--- src/rtl/stream_mux_rr_pkg.sv ---
// Shared definitions for the streaming N-to-1 multiplexer: mode encodings
// and the width derivation used for channel indices.
package stream_mux_rr_pkg;

    localparam logic MODE_FIXED = 1'b0;
    localparam logic MODE_RR    = 1'b1;

    // Channel index width; a single channel pair still needs one bit.
    function automatic int cw_of(input int n);
        return (n <= 2) ? 1 : $clog2(n);
    endfunction

endpackage

--- src/rtl/stream_mux_rr_arbiter.sv ---
// Purely combinational round-robin priority search: first requester at or
// above ptr, wrapping from N-1 back to 0.
module rr_arbiter
    import stream_mux_rr_pkg::*;
#(
    parameter  int N  = 4,
    localparam int CW = cw_of(N)
) (
    input  logic [N-1:0]  req,
    input  logic [CW-1:0] ptr,
    output logic          gnt_valid,
    output logic [CW-1:0] gnt_idx
);

    // Requests rotated so that bit k is channel (ptr + k) mod N.
    logic [2*N-1:0] req_dbl;
    logic [2*N-1:0] req_shift;
    logic [N-1:0]   req_rot;
    int             idx_sum;

    assign req_dbl   = {req, req};
    assign req_shift = req_dbl >> ptr;
    assign req_rot   = req_shift[N-1:0];

    // Scan from the farthest offset down so the nearest requester wins.
    always_comb begin
        gnt_valid = 1'b0;
        gnt_idx   = '0;
        idx_sum   = 0;
        for (int k = N - 1; k >= 0; k--) begin
            if (req_rot[k]) begin
                idx_sum = int'(ptr) + k;
                if (idx_sum >= N) begin
                    idx_sum = idx_sum - N;
                end
                gnt_valid = 1'b1;
                gnt_idx   = idx_sum[CW-1:0];
            end
        end
    end

endmodule

--- src/rtl/stream_mux_rr.sv ---
// N-to-1 stream multiplexer with a registered output stage. Fixed mode
// forwards the channel named by sel; round-robin mode shares the output
// fairly among requesting channels.
module stream_mux_rr
    import stream_mux_rr_pkg::*;
#(
    parameter  int N  = 4,
    parameter  int W  = 8,
    localparam int CW = cw_of(N)
) (
    input  logic           clk,
    input  logic           rst_n,
    input  logic           mode,
    input  logic [CW-1:0]  sel,
    input  logic [N-1:0]   in_valid,
    input  logic [N*W-1:0] in_data,
    output logic [N-1:0]   in_ready,
    output logic           out_valid,
    input  logic           out_ready,
    output logic [W-1:0]   out_data,
    output logic [CW-1:0]  out_ch
);

    logic          out_valid_q, out_valid_d;
    logic [W-1:0]  out_data_q,  out_data_d;
    logic [CW-1:0] out_ch_q,    out_ch_d;
    logic [CW-1:0] ptr_q,       ptr_d;

    logic          load;
    logic          rr_valid;
    logic [CW-1:0] rr_idx;
    logic          gnt_valid;
    logic [CW-1:0] gnt_idx;
    logic [W-1:0]  gnt_data;

    rr_arbiter #(
        .N (N)
    ) u_arb (
        .req       (in_valid),
        .ptr       (ptr_q),
        .gnt_valid (rr_valid),
        .gnt_idx   (rr_idx)
    );

    // The output register can take a new word when empty or being drained.
    assign load = !out_valid_q || out_ready;

    // Grant decision: arbiter result in RR mode, sel in fixed mode. A sel
    // beyond N-1 matches no channel, so it never grants.
    always_comb begin
        gnt_valid = 1'b0;
        gnt_idx   = '0;
        if (mode == MODE_RR) begin
            gnt_valid = rr_valid;
            gnt_idx   = rr_idx;
        end else begin
            for (int i = 0; i < N; i++) begin
                if ((sel == CW'(i)) && in_valid[i]) begin
                    gnt_valid = 1'b1;
                    gnt_idx   = CW'(i);
                end
            end
        end
    end

    // Ready goes only to the granted channel, and only when a load can happen.
    always_comb begin
        in_ready = '0;
        gnt_data = '0;
        for (int i = 0; i < N; i++) begin
            if (gnt_idx == CW'(i)) begin
                in_ready[i] = gnt_valid && load;
                gnt_data    = in_data[i*W +: W];
            end
        end
    end

    // Next state: load the granted word, or drop valid when nothing is
    // granted; the pointer advances past the winner only on RR transfers.
    always_comb begin
        out_valid_d = out_valid_q;
        out_data_d  = out_data_q;
        out_ch_d    = out_ch_q;
        ptr_d       = ptr_q;
        if (load) begin
            out_valid_d = gnt_valid;
            if (gnt_valid) begin
                out_data_d = gnt_data;
                out_ch_d   = gnt_idx;
                if (mode == MODE_RR) begin
                    ptr_d = (int'(gnt_idx) == N - 1) ? '0 : gnt_idx + CW'(1);
                end
            end
        end
    end

    // Output register and RR pointer; reset discards any held word.
    always_ff @(posedge clk or negedge rst_n) begin
        if (!rst_n) begin
            out_valid_q <= 1'b0;
            out_data_q  <= '0;
            out_ch_q    <= '0;
            ptr_q       <= '0;
        end else begin
            out_valid_q <= out_valid_d;
            out_data_q  <= out_data_d;
            out_ch_q    <= out_ch_d;
            ptr_q       <= ptr_d;
        end
    end

    assign out_valid = out_valid_q;
    assign out_data  = out_data_q;
    assign out_ch    = out_ch_q;

endmodule

--- config.mk ---
export PLATFORM = sky130hd
export DESIGN_NAME = stream_mux_rr
export DESIGN_NICKNAME = d
export VERILOG_FILES = /design/src/rtl/stream_mux_rr_pkg.sv /design/src/rtl/stream_mux_rr_arbiter.sv /design/src/rtl/stream_mux_rr.sv
export SDC_FILE = /design/constraint.sdc
export NUM_CORES = 1
export LEC_CHECK = 0
export ABC_AREA = 1
export CORE_ASPECT_RATIO = 0.8
export CORE_MARGIN = 2
export CORE_UTILIZATION = 25
export DETAILED_ROUTE_END_ITERATION = 8
export GPL_TIMING_DRIVEN = 1
export PLACE_DENSITY = 0.53
export RECOVER_POWER = 100
export SYNTH_ARGS = -nofsm -noshare
export SYNTH_HDL_FRONTEND = slang
export SYNTH_SLANG_ARGS = --single-unit
--- constraint.sdc ---
create_clock -name clk -period 5.01 [get_ports clk]
set_input_delay 1.002 -clock clk [delete_from_list [all_inputs] [get_ports clk]]
set_output_delay 1.002 -clock clk [all_outputs]
set_load 0.01 [all_outputs]
==> results.json, run 1 <==
{
  "post-route-period-util": 0.926,
  "cts_root_buf": "clkbuf_8",
  "synthToLayoutAreaGrowth_pct": 54.0,
  "htreeDepth": 1,
  "worst_setup_path_end_kind": "output pin",
  "gp_congestion": 0.787,
  "hpwl_mm": 2.72,
  "crit_arrival_ps": 3640,
  "ys_seq_area_frac": 0.283,
  "ys_ff_latch": 13,
  "clkTransAtPathRegs_ps": 50,
  "crit_required_ps": 4010,
  "holdPathStages": 2,
  "final_util": 0.393,
  "drtIter0Drc": 60,
  "diodes": 0,
  "outcome": "complete, no violations",
  "fmax_mhz": 216,
  "hold_viol": 0,
  "netlist-cell-type-count": 21,
  "synthTopCellsByArea": "dfrtp_1 (28%), nand2_1 (23%), nand3_1 (7.0%)",
  "cts_setup_buffers": 0,
  "start_util": 0.255,
  "cts_buffer_depth": 2,
  "numPortBuffers": 56,
  "drt-pass1-iter-count": 4,
  "worst_pin_slew_ps": 851,
  "critical_path_class": "input pin to output pin",
  "final_cell_mix": "nand2_1 (70), clkdlybuf4s50_1 (40), o21ai_0 (18)",
  "grt_antenna_before_repair": 0,
  "grt_pass1_wl_mm": 5.20,
  "max_cap_viol_count": 0,
  "irDropWorstVdd_v": 0.000131,
  "nNetsFinal": 286,
  "crit_fanout": 9,
  "dr_total_vias": 1281,
  "p_per_area_nw_per_um2": 412,
  "tns_ps": 0,
  "drive_gt1_frac": 0.0795,
  "slew_viol_final": 0,
  "remaining_drc_errors": 0,
  "yosys_warnings": 0,
  "finClkSkew_ps": 0.856,
  "grt_pass1_vias": 1155,
  "cts_hold_buf": 0,
  "synth_area_um2": 1150,
  "cts_buffers": 3,
  "synth_cells": 184,
  "layout_commonest_cell": "nand2_1",
  "row_count": 22,
  "grt_max_degree": 19,
  "dp_slack_ps": 454,
  "track_usage": 0.125,
  "setup_viol": 0,
  "die_h_um": 64.7,
  "via_per_inst": 4.28,
  "gr-total-overflow": 0,
  "fp.dieW_um": 79.9,
  "ios": 57,
  "cts.sinks": 13,
  "hold_class": "flip-flop to flip-flop",
  "insertion_delay_ps": 230,
  "routed_wl_mm": 3.29,
  "syn-num-nets": 230,
  "reg2reg_depth": 17,
  "start_kind": "input pin",
  "relSlewSlack": 0.431,
  "die_area_um2": 5170,
  "ctsResizeCount": 0,
  "worst_slack_ps": 372,
  "synth_top_area_cell": "dfrtp_1",
  "ant_nets": 0,
  "rsz0062_at_grt": "false",
  "fin_crit_ps": 4640,
  "core_um2": 4510,
  "synth_area_per_cell_um2": 6.26,
  "power_leakage_nw": 0.871,
  "wl_per_cell_um": 11.0,
  "cts_tree": "done",
  "synth.top_cell.area_share": 0.283
}
==> registers in the layout, indices dropped and copies added (netlist names) <==
register   cells
out_valid      1
out_ch         2
ptr_q          2
out_data       8
==> power by group <==
| part | switching (mW) | internal, mW | total, mW |
|---|---|---|---|
| clock network | 0.0351 | 0.0547 | 0.0899 |
| logic | 0.253 | 0.195 | 0.449 |
| registers | 0.0430 | 0.149 | 0.192 |
==> synthesized netlist by cell type <==
library cell,n
inv_4,2
dfrtp_1,13
nand3_1,16
o21ai_0,15
buf_6,1
clkbuf_1,2
nand3_4,1
nand2_2,9
inv_1,17
nand2_1,70
nor3_1,1
a31oi_1,1
o21ai_1,5
nor2_2,3
buf_12,1
a21oi_1,9
nand2_4,1
nand3_2,1
nor2_1,10
buf_2,2
ha_1,4
==> worst max-delay path: stages <==
cell	delay (ps)
clkdlybuf4s50_1	570
inv_1	60
nand2_1	120
nand3_1	110
nand2_1	70
nand2_1	60
nand3_1	70
nand3_1	100
nand2_1	150
ha_1	360
inv_1	200
nor2_1	130
dlygate4sd3_1	630
==> logic make-up after synthesis <==
kind of cell,after synthesis,share of synthesized area
simple gates,112,0.434
compound gates,30,0.132
buf+inv,25,0.109
flops,13,0.283
fa+ha+maj,4,0.0435
==> final timing paths <==
| path | startpoint | to | slack (ps) |
|---|---|---|---|
| worst max-delay path | in_valid[3] | in_ready[2] | 370 |
| worst min-delay path | out_data[1]$_DFFE_PN0N_ | out_data[1]$_DFFE_PN0N_ | 480 |
| worst max register to register | ptr_q[0]$_DFFE_PN0P_ | out_data[1]$_DFFE_PN0N_ | 2150 |
| worst min register to register | out_data[1]$_DFFE_PN0N_ | out_data[1]$_DFFE_PN0N_ | 480 |
| max in group asynchronous | rst_n | out_valid$_DFFE_PN0N_ | 3450 |
| min in group asynchronous | rst_n | out_data[5]$_DFFE_PN0N_ | 1190 |
==> cell type report <==
| type | count | area (um^2) |
|---|---|---|
| repair buffers | 57 | 568 |
| clock buffers | 3 | 41.3 |
| inverters | 19 | 75.1 |
| flip-flops and latches | 13 | 325 |
| well taps | 60 | 75.1 |
| fillers | 500 | 2740 |
| clock inverters | 1 | 5.00 |
| multi-input cells | 146 | 683 |
==> routing by layer <==
| metal | vias up | track usage | routed length (um) |
|---|---|---|---|
| li1 | 692 | - | - |
| met1 | 548 | 0.191 | 1720 |
| met2 | 41 | 0.189 | 1390 |
| met3 | 0 | 0.00836 | 175 |
| met4 | 0 | 0.0318 | 0 |
| met5 | - | 0 | 0 |
==> per-stage QoR <==
step / area, um^2 / power (mW) / hold slack, ps / cells
after floorplan: 1150 / 0.487 / 515 / 184
after global placement: 1750 / 0.670 / 470 / 295
after detailed placement: 1750 / 0.667 / 474 / 295
after CTS: 1790 / 0.763 / 489 / 299
after global routing: 1770 / 0.805 / 500 / 299
final: 1770 / 0.731 / 477 / 299
Note: power is estimated with default switching activity, not from simulation.
==> inputs of run 2 (changes only) <==
- CORE_UTILIZATION: 25 -> 30
- CTS_CLUSTER_DIAMETER: unset -> 60
- PLACE_DENSITY: 0.53 -> 0.62
==> run 2 against run 1 <==
  * Final area is 1.1% lower
  * Combinational power about the same
  * Global-route usage increased by 2.8 points
  * Sequential share of layout area increased by 0.21 points
  * Sequential power about the same
  * Critical path depth did not move
  * Worst setup slack worse by 19 ps
  * Utilization is 7.7 points higher
  * Largest cell class unchanged
  * Fmax fell by 0.40%
  * Worst hold slack lost 4.2 ps
  * Non-clock buffer count stayed put
  * Flip-flop and latch count unchanged
==> results.json, run 2 (synthesis gave the netlist of run 1 again) <==
{
  "grt_antenna_before_repair": 0,
  "irDropWorstVdd_v": 0.000123,
  "numPortBuffers": 56,
  "fmax_mhz": 215,
  "grt_pass1_wl_mm": 5.24,
  "drtIter0Drc": 63,
  "finClkSkew_ps": 3.00,
  "drt-pass1-iter-count": 4,
  "holdWs_ps": 473,
  "cts_root_buf": "clkbuf_8",
  "power_leakage_nw": 0.871,
  "fin_crit_ps": 4660,
  "drive_gt1_frac": 0.0795,
  "crit_required_ps": 4010,
  "clkTransAtPathRegs_ps": 50,
  "worst_setup_path_end_kind": "output pin",
  "die_h_um": 59.4,
  "core_um2": 3730,
  "fp.dieW_um": 73.3,
  "setup_viol": 0,
  "start_util": 0.309,
  "regToRegEndpoint": "out_data[5]$_DFFE_PN0N_",
  "nNetsFinal": 286,
  "hold_class": "flip-flop to flip-flop",
  "crit_fanout": 9,
  "critical_path_class": "input pin to output pin",
  "critPathSlowestCell": "dlygate4sd3_1",
  "cts_hold_buf": 0,
  "via_per_inst": 4.47,
  "p_per_area_nw_per_um2": 414,
  "die_area_um2": 4350,
  "wl_per_cell_um": 11.1,
  "relSlewSlack": 0.428,
  "cp-startpoint": "in_valid[3]",
  "synthToLayoutAreaGrowth_pct": 52.3,
  "remaining_drc_errors": 0,
  "track_usage": 0.152,
  "largest_register_ffs": 8,
  "htreeDepth": 1,
  "start_kind": "input pin",
  "cts_buffer_depth": 2,
  "critPathCapture": "in_ready[2]",
  "grt_max_degree": 19,
  "crit_arrival_ps": 3650,
  "ctsResizeCount": 0,
  "gp_congestion": 0.856,
  "cts_tree": "done",
  "grt_pass1_vias": 1134,
  "dr_total_vias": 1266,
  "tns_ps": 0,
  "ios": 57,
  "insertion_delay_ps": 240,
  "layout_commonest_cell": "nand2_1",
  "cts_buffers": 3,
  "slew_viol_final": 0,
  "worst_slack_ps": 354,
  "diodes": 0,
  "path_common_cell": "nand2_1",
  "dp_slack_ps": 451,
  "slowest_delay_ps": 630,
  "final_cell_mix": "nand2_1 (70), clkdlybuf4s50_1 (40), o21ai_0 (19)",
  "hpwl_mm": 2.55,
  "hold_viol": 0,
  "reg2reg_depth": 17,
  "r2r_setup_slack_ps": 2160,
  "gr-total-overflow": 0,
  "ant_nets": 0,
  "cts_setup_buffers": 0,
  "outcome": "complete, no violations",
  "worst_pin_slew_ps": 856,
  "reg2reg_from": "ptr_q[0]$_DFFE_PN0P_",
  "routed_wl_mm": 3.13,
  "post-route-period-util": 0.929,
  "rsz0062_at_grt": "false",
  "row_count": 20,
  "max_cap_viol_count": 0,
  "path_cells": "clkdlybuf4s50_1, inv_1, nand2_1, nand3_1, nand2_1, nand2_1, nand3_1, nand3_1, nand2_1, ha_1, inv_1, nor2_1, dlygate4sd3_1",
  "cts.sinks": 13
}
[run 2: cell count changes in the layout (fill, tap and decap cells not counted)]
cell,delta
o21ai_1,-1
o21ai_0,+1
[run 2: power by group]
group / total (mW) / internal (mW) / leakage [nW] / switching (mW)
logic: 0.447 / 0.195 / 0.684 / 0.251
registers: 0.190 / 0.149 / 0.161 / 0.0401
clock network: 0.0901 / 0.0548 / 0.0255 / 0.0353
[run 2: worst min path at each step]
stage,start,endpoint,slack (ps),cells past startpoint
after global routing,out_ch[0]$_DFFE_PN0N_,out_ch[0]$_DFFE_PN0N_,490,2
after CTS,out_ch[0]$_DFFE_PN0N_,out_ch[0]$_DFFE_PN0N_,480,2
after floorplan,out_data[0]$_DFFE_PN0N_,out_data[0]$_DFFE_PN0N_,520,2
after detailed placement,out_ch[0]$_DFFE_PN0N_,out_ch[0]$_DFFE_PN0N_,470,2
final,out_ch[0]$_DFFE_PN0N_,out_ch[0]$_DFFE_PN0N_,470,2
after global placement,out_ch[0]$_DFFE_PN0N_,out_ch[0]$_DFFE_PN0N_,470,2
[run 2: critical path: cells and delay by family]
| kind | cells | cell delay, ps |
|---|---|---|
| and+or+nand+nor | 8 | 840 |
| buffers and inverters | 4 | 1470 |
| adders and majority gates | 1 | 360 |
[run 2: metal layers]
metal / part of all wire / track usage / wire length, um / up-vias
li1: - / - / - / 692
met1: 0.54 / 0.254 / 1680 / 537
met2: 0.42 / 0.206 / 1310 / 37
met3: 0.045 / 0.00850 / 140 / 0
met4: 0 / 0.0397 / 0 / 0
met5: 0 / 0 / 0 / -
[run 2: final cells by class]
type                       count  area, um^2
fill                         374        1980
inverter                      19        75.1
multi-input combinational    146         683
clock inverter                 1        5.00
clock buffer                   3        41.3
tap                           44        55.1
timing repair buffer          57         568
sequential                    13         325
[run 2: through the flow]
stage          std cells   util  total power [mW]  area, um^2
2_1_floorplan        184      -             0.487        1150
3_3_place_gp         279  0.463             0.666        1730
3_5_place_dp         279  0.463             0.660        1730
4_1_cts              283  0.475             0.757        1770
5_1_grt              283  0.470             0.810        1750
6_report             283  0.470             0.726        1750
==> inputs of run 3 (changes only) <==
- PLACE_DENSITY: 0.62 -> 0.64
- clock period: 5.01 -> 3.9 ns (I/O delays scaled with it)
==> run 3 against run 2 <==
  * Global-route usage shrank 1.5 points
  * Worst setup slack gained 2.4 ps
  * Sequential power grew 28%
  * Register-to-register slack lost 1100 ps
  * Sequential share of layout area is essentially flat
  * Largest power group unchanged
  * Highest routed layer unchanged
==> results.json, run 3 (synthesis gave the netlist of run 1 again) <==
{
  "hold_viol": 0,
  "fp.dieW_um": 73.3,
  "grt_pass1_vias": 1029,
  "cts.sinks": 13,
  "remaining_drc_errors": 0,
  "cp_top_family": "simple AND/OR/NAND/NOR gates",
  "path_depth": 8,
  "via_per_inst": 4.40,
  "r2r_setup_slack_ps": 1110,
  "cts_root_buf": "clkbuf_8",
  "start_util": 0.309,
  "track_usage": 0.137,
  "grt_antenna_before_repair": 0,
  "power.total_uw": 943,
  "relSlewSlack": 0.460,
  "cp-startpoint": "in_valid[3]",
  "largest_register_ffs": 8,
  "reg2reg_from": "ptr_q[0]$_DFFE_PN0P_",
  "path_cells": "dlygate4sd3_1, inv_1, nand2_1, a21oi_1, nand3_2, nand3_1, nor2_1, dlymetal6s2s_1",
  "htreeDepth": 1,
  "hold_class": "flip-flop to flip-flop",
  "fillers": 399,
  "routed_wl_mm": 3.03,
  "drtIter0Drc": 89,
  "ff_latch_area_um2": 325,
  "layout_commonest_cell": "nand2_1",
  "insertion_delay_ps": 240,
  "dr_total_vias": 1259,
  "reg2reg_depth": 19,
  "clkTransAtPathRegs_ps": 60,
  "dp_slack_ps": 101,
  "critPathBufInv": 3,
  "critPathCapture": "in_ready[1]",
  "synthToLayoutAreaGrowth_pct": 52.6,
  "cts_buffer_depth": 2,
  "nNetsFinal": 289,
  "cts_hold_buf": 0,
  "crit_required_ps": 3120,
  "core_um2": 3730,
  "worst_slack_ps": 356,
  "wl_per_cell_um": 10.6,
  "slowest_delay_ps": 620,
  "power_leakage_nw": 0.884,
  "start_kind": "input pin",
  "critical_path_class": "input pin to output pin",
  "drive_gt1_frac": 0.0909,
  "post-route-period-util": 0.909,
  "worst_pin_slew_ps": 808,
  "numPortBuffers": 56,
  "fin_crit_ps": 3540,
  "ios": 57,
  "outcome": "complete, no violations",
  "irDropWorstVdd_v": 0.000165,
  "cts_tree": "done",
  "crit_arrival_ps": 2760,
  "hpwl_mm": 2.52,
  "crit_fanout": 18,
  "drt-pass1-iter-count": 4,
  "multiInputGateArea_um2": 683,
  "worst_setup_path_end_kind": "output pin",
  "setup_viol": 0,
  "finClkSkew_ps": 2.43,
  "critPathSlowestCell": "dlygate4sd3_1",
  "slew_viol_final": 0,
  "die_h_um": 59.4,
  "grt_max_degree": 19,
  "diodes": 0,
  "grt_pass1_wl_mm": 4.78,
  "gp_congestion": 0.876,
  "rsz0062_at_grt": "false",
  "gr-total-overflow": 0,
  "regToRegEndpoint": "out_data[2]$_DFFE_PN0N_",
  "tns_ps": 0,
  "final_cell_mix": "nand2_1 (70), clkdlybuf4s50_1 (39), inv_1 (17), nand3_1 (17), o21ai_0 (17)",
  "die_area_um2": 4350,
  "max_cap_viol_count": 0,
  "cts_buffers": 3,
  "row_count": 20,
  "p_per_area_nw_per_um2": 537,
  "ant_nets": 0,
  "fmax_mhz": 282
}
## run 3: cell types whose count changed in the layout (fill, tap and decap cells not counted), sizes merged
cell and change:
dlygate4sd3 -3, clkbuf +4, dlymetal6s2s +1, clkdlybuf4s50 -1, buf +2
## run 3: worst register-to-register path, delay by kind of cell (launching register included)
family | cells | cell delay [ps]
buf+inv | 3 | 400
flops | 1 | 480
compound gates | 2 | 260
simple gates | 13 | 1400
fa+ha+maj | 1 | 210
## run 3: repair_timing
item | 4_1_cts | 5_1_grt
endpoints found under the setup margin | 0 | 4
gates resized for setup | 0 | 4
buffers inserted | 0 | 0
## run 3: how the worst min path moves through the flow
| stage | slack, ps | endpoint | startpoint | cells after the start |
|---|---|---|---|---|
| floorplan | 480 | out_ch[0]$_DFFE_PN0N_ | rst_n | 0 |
| global placement | 470 | out_data[1]$_DFFE_PN0N_ | out_data[1]$_DFFE_PN0N_ | 2 |
| detailed placement | 470 | out_data[1]$_DFFE_PN0N_ | out_data[1]$_DFFE_PN0N_ | 2 |
| CTS | 480 | out_data[1]$_DFFE_PN0N_ | out_data[1]$_DFFE_PN0N_ | 2 |
| global route | 510 | out_ch[0]$_DFFE_PN0N_ | out_ch[0]$_DFFE_PN0N_ | 2 |
| finish | 480 | out_data[1]$_DFFE_PN0N_ | out_data[1]$_DFFE_PN0N_ | 2 |
## run 3: cell type report
type                            instances  area share
Inverter                               19      0.0427
Clock inverter                          1     0.00285
Clock buffer                            3      0.0235
Tap cell                               44      0.0313
Sequential cell                        13       0.185
Multi-Input combinational cell        146       0.389
Timing Repair Buffer                   60       0.325
## run 3: metal layers
| metal | track usage | share of wire | vias to the layer above |
|---|---|---|---|
| met3 | 0.0187 | 0.054 | 0 |
| li1 | - | - | 699 |
| met2 | 0.188 | 0.42 | 39 |
| met1 | 0.222 | 0.53 | 521 |
| met5 | 0 | 0 | - |
| met4 | 0.0317 | 0 | 0 |
## run 3: report_power, final
group / internal [mW] / switching [mW]
logic: 0.255 / 0.327
registers: 0.192 / 0.0520
clock network: 0.0704 / 0.0467
total: 0.517 / 0.426
## run 3: metrics by stage
stage / hold slack (ps) / area [um^2] / std cells / utilization
after floorplan: 484 / 1150 / 184 / -
after global placement: 467 / 1750 / 282 / 0.469
after detailed placement: 469 / 1750 / 282 / 0.469
after CTS: 483 / 1790 / 286 / 0.481
after global routing: 511 / 1760 / 286 / 0.471
final: 481 / 1760 / 286 / 0.471
